`src/rtl/demux1x4_pipe.sv`:
```
// demux1x4_pipe: 1-to-4 registered demultiplexer with per-channel valid/ready.
// A 2-bit select captured with each word steers it to channel a..d.
// Each channel holds its word until that consumer accepts it.
// Optional build macro DEMUX1X4_REG_READY_EN: each channel gains a skid entry
// so in_ready comes from registered state only (no out_ready -> in_ready path).
module demux1x4_pipe #(
  parameter int unsigned WIDTH = 32
) (
  input  logic             clk,
  input  logic             rst_n,
  input  logic             in_valid,
  output logic             in_ready,
  input  logic [WIDTH-1:0] in_data,
  input  logic [1:0]       in_sel,
  output logic [3:0]       out_valid,
  input  logic [3:0]       out_ready,
  output logic [WIDTH-1:0] out_a,
  output logic [WIDTH-1:0] out_b,
  output logic [WIDTH-1:0] out_c,
  output logic [WIDTH-1:0] out_d,
  output logic             busy
);

  localparam int unsigned NCH = 4;

  logic [NCH-1:0]   full_q, full_d;
  logic [WIDTH-1:0] data_q [NCH];
  logic [WIDTH-1:0] data_d [NCH];
  logic             busy_q;
  logic             in_fire;
  logic [NCH-1:0]   in_hit;
  logic [NCH-1:0]   out_fire;

  // Handshake decode: which channel receives the input word, which drain
  assign in_fire  = in_valid & in_ready;
  assign in_hit   = in_fire ? (NCH'(1) << in_sel) : '0;
  assign out_fire = full_q & out_ready;

`ifdef DEMUX1X4_REG_READY_EN

  logic [NCH-1:0]   skid_q, skid_d;
  logic [WIDTH-1:0] skid_data_q [NCH];
  logic [WIDTH-1:0] skid_data_d [NCH];

  // Ready depends only on the addressed channel's skid occupancy
  assign in_ready = rst_n & ~skid_q[in_sel];

  // Next-state for main + skid entries; FIFO order main before skid
  always_comb begin
    full_d = full_q;
    skid_d = skid_q;
    for (int unsigned i = 0; i < NCH; i++) begin
      data_d[i]      = data_q[i];
      skid_data_d[i] = skid_data_q[i];
    end
    for (int unsigned i = 0; i < NCH; i++) begin
      if (skid_q[i]) begin
        // Skid full implies no input for this channel; refill main on drain
        if (out_fire[i]) begin
          data_d[i] = skid_data_q[i];
          skid_d[i] = 1'b0;
        end
      end else if (full_q[i]) begin
        if (in_hit[i] && out_fire[i]) begin
          data_d[i] = in_data;
        end else if (in_hit[i]) begin
          skid_d[i]      = 1'b1;
          skid_data_d[i] = in_data;
        end else if (out_fire[i]) begin
          full_d[i] = 1'b0;
        end
      end else if (in_hit[i]) begin
        full_d[i] = 1'b1;
        data_d[i] = in_data;
      end
    end
  end

  // Skid entry registers
  always_ff @(posedge clk or negedge rst_n) begin
    if (!rst_n) begin
      skid_q <= '0;
      for (int unsigned i = 0; i < NCH; i++) begin
        skid_data_q[i] <= '0;
      end
    end else begin
      skid_q <= skid_d;
      for (int unsigned i = 0; i < NCH; i++) begin
        skid_data_q[i] <= skid_data_d[i];
      end
    end
  end

`else

  // Addressed channel can take a word if empty or draining this cycle
  assign in_ready = rst_n & (~full_q[in_sel] | out_ready[in_sel]);

  // Next-state per single-entry channel; new word wins over a same-cycle drain
  always_comb begin
    full_d = full_q;
    for (int unsigned i = 0; i < NCH; i++) begin
      data_d[i] = data_q[i];
    end
    for (int unsigned i = 0; i < NCH; i++) begin
      if (in_hit[i]) begin
        full_d[i] = 1'b1;
        data_d[i] = in_data;
      end else if (out_fire[i]) begin
        full_d[i] = 1'b0;
      end
    end
  end

`endif

  // Main entry and busy registers
  always_ff @(posedge clk or negedge rst_n) begin
    if (!rst_n) begin
      full_q <= '0;
      busy_q <= 1'b0;
      for (int unsigned i = 0; i < NCH; i++) begin
        data_q[i] <= '0;
      end
    end else begin
      full_q <= full_d;
      busy_q <= |full_d;
      for (int unsigned i = 0; i < NCH; i++) begin
        data_q[i] <= data_d[i];
      end
    end
  end

  assign out_valid = full_q;
  assign busy      = busy_q;
  assign out_a     = data_q[0];
  assign out_b     = data_q[1];
  assign out_c     = data_q[2];
  assign out_d     = data_q[3];

endmodule

```
`config.mk`:
```
export PLATFORM = sky130hd
export DESIGN_NAME = demux1x4_pipe
export DESIGN_NICKNAME = d
export VERILOG_FILES = /design/src/rtl/demux1x4_pipe.sv
export SDC_FILE = /design/constraint.sdc
export NUM_CORES = 1
export LEC_CHECK = 0
export BUFFER_PORTS_ARGS = -buffer_cell sky130_fd_sc_hd__buf_2
export CORE_MARGIN = 3
export CORE_UTILIZATION = 40
export DETAILED_ROUTE_END_ITERATION = 16
export GPL_TIMING_DRIVEN = 0
export PLACE_DENSITY = 0.68
export SYNTH_ARGS = -nofsm -noshare
export SYNTH_HDL_FRONTEND = slang
export SYNTH_SLANG_ARGS = --single-unit
```
`constraint.sdc`:
```
create_clock -name clk -period 4.1 [get_ports clk]
set_input_delay 0.205 -clock clk [delete_from_list [all_inputs] [get_ports clk]]
set_output_delay 0.205 -clock clk [all_outputs]
set_load 0.03 [all_outputs]
```
==> run metrics <==
layout cells sized above 1 0.707; Die H about 120 um; Resized cells post-CTS 0; initial antenna violation count 0; first-pass GRT wire length about 19 mm; asr flop ratio synth 1.00; register bit count reported by yosys between 100 and 150; largest net degree at the start of global routing 76; final RePlAce weighted congestion around 0.74; die area about 14000 um2; adder-cell share of the synthesized area 0; worst min-delay path endpoint out_b[23]; Area growth syn-to-layout 34.1%; compound-gate portion of the synthesized area 0.000972; total negative slack 0 ns; fill count between 1k and 1.5k; Hold WC Path Type in -> reg; CTS sink cnt about 130; pwr dens ~680 nW/um2; capture point of the worst reg-to-reg path out_a[27]; Simple-Gate Fraction of Synth Area 0.0236; First DRT Iteration DRCs 111; Lkg Pwr 3.46 nW; HPWL Detailed ~8 mm; Final min period just under 3 ns; reg2reg setup slack 2.07 ns; Worst R2R Start out_valid[0]; wire length per cell 17.3 um; Detail Route Antenna Nets 0; worst slew pin tran between 0.7 and 0.8 ns; syn_area_per_cell ~18 um2; peak supply drop roughly 370 uV; syn_nets 335; synthesized area roughly 5100 um2; ranking of synthesized cells by area dfrtp_1 65%, mux2_2 22%, mux2_4 8.5%, buf_6 1.5%, buf_2 0.68%; # nets final 530; worst reg2reg path depth 4; I/O Buffers roughly 170; drt pass-1 iters 4; final count of negative-setup-slack endpoints 0; crit path DAT between 3 and 4 ns; Top FF cell, synth dfrtp_1; hold depth 2; Cell Count, Final, Fillers Out 670; CTS tree built; clock skew between 0.009 and 0.01 ns; H-tree Lvls 4; max_cap viols 0; Unique masters post-synth 20; clk slew on worst S/H paths ~0.060 ns; All-Layer GR Usage 0.173; vias post-DR about 3.2k; Num CTS Buffers 17; Starting Density 0.418; Post-synth top cells 133 x dfrtp_1, 99 x mux2_2, 29 x mux2_4; clk_lat worst skew about 0.42 ns; vias in the first global route approximately 3.5k; Fin. Hold Viols 0; cell taking the most area after synthesis dfrtp_1; relative slew slack 0.521; multi-input combinational cell area about 1700 um2; vias per cell ~4.7; Req. time, crit path approximately 4.4 ns; Slew Viols, Final 0; status finished, final reports clean; RSZ-0062 raised after global routing false; EDFF count, synth 0; num ports around 180; Core Box Area 12300 um2; placed cells roughly 640; row count 40; largest fanout on the critical path 75; Post-Synth XOR/XNOR Area 0; Setup CP Type in -> reg; worst hold start in_data[23]; sequential cell area fraction in the yosys report 0.646; DRC viols 0; count leader, synth dfrtp_1; maximum clock path buffer count 2; largest family of logic cells by synthesized area multiplexers; # diodes 0; Sequential cell area about 3300 um2; share of the synthesized area in the top cell type 0.646; Period Utilization, post-route 0.722; Hold Slack 0.0536 ns; drt total wl about 12 mm; Crit. End Element register; grt total ovfl 0; multiplexer area fraction after synthesis 0.306; type of origin of the critical path input pin; Syn Inst Count a little under 300; Synth Warn # 0; die width around 120 um; Peak Freq ~340 MHz; CTS Root Cell clkbuf_16
## what timing repair did
item / 4_1_cts / 5_1_grt
hold buffers: 1 / 0
buffers inserted: 0 / 0
hold endpoints to repair: 73 / 0
## how the worst max path moves through the flow
stage                 to         start
2_1_floorplan  out_b[10]  out_valid[1]
3_3_place_gp   out_a[12]         rst_n
3_5_place_dp   out_a[11]         rst_n
4_1_cts        out_a[11]         rst_n
5_1_grt        out_a[22]         rst_n
6_report       out_a[27]         rst_n
## critical path, cell delays in order
cell           delay [ns]
dlygate4sd3_1        0.54
buf_6                0.52
buf_16               0.35
nand2_1              0.17
nor4_2               0.63
buf_2                0.43
mux2_2               0.38
## metrics by stage
stage | util | total power [mW] | setup slack (ns) | area (um2)
final | 0.561 | 4.67 | 1.14 | 6910
after global routing | 0.561 | 4.89 | 0.802 | 6910
after CTS | 0.561 | 4.73 | 0.950 | 6910
after detailed placement | 0.509 | 3.11 | 1.08 | 6260
after global placement | 0.506 | 3.08 | -0.381 | 6230
after floorplan | - | 2.66 | 2.25 | 5150
## area by class of cell
class,instances,share of cell area
inverters,1,0.000543
flip-flops and latches,133,0.482
well taps,168,0.0304
plain buffers,14,0.0165
clock inverters,13,0.0261
repair buffers,176,0.132
clock buffers,19,0.0656
multi-input cells,146,0.247
## state kept, by name (all words and copies together) (netlist names)
signal     cells
out_c         32
out_d         32
busy           1
out_b         32
out_a         32
out_valid      4
## metal layers
layer | GRT usage | up-vias | part of all wire
met2 | 0.275 | 121 | 0.47
met4 | 0.0601 | 0 | 0.016
met3 | 0.0798 | 16 | 0.093
li1 | - | 1441 | -
met5 | 0 | - | 0
met1 | 0.207 | 1592 | 0.42
## cells in the final DEF, fill, tap and decap left out, types with 2 or more instances in the layout
cell,count
buf_2,180
dfrtp_1,133
mux2_2,99
mux2_4,29
clkbuf_16,17
buf_6,8
clkinvlp_4,6
bufinv_16,4
nor2b_1,3
clkinv_2,3
or2_2,2
nand2b_1,2
clkbuf_8,2
## cell families after synthesis
group | after synthesis
and+or+nand+nor | 16
DFF | 133
AOI/OAI and AO/OA | 1
buffers and inverters | 15
muxes | 129
## where the power goes
| group | switching, mW | total (mW) | internal (mW) |
|---|---|---|---|
| registers | 0.145 | 1.75 | 1.60 |
| logic | 0.856 | 1.33 | 0.470 |
| clock network | 0.555 | 1.60 | 1.04 |
| total | 1.56 | 4.67 | 3.12 |
Power figures use the tool's default switching activity.
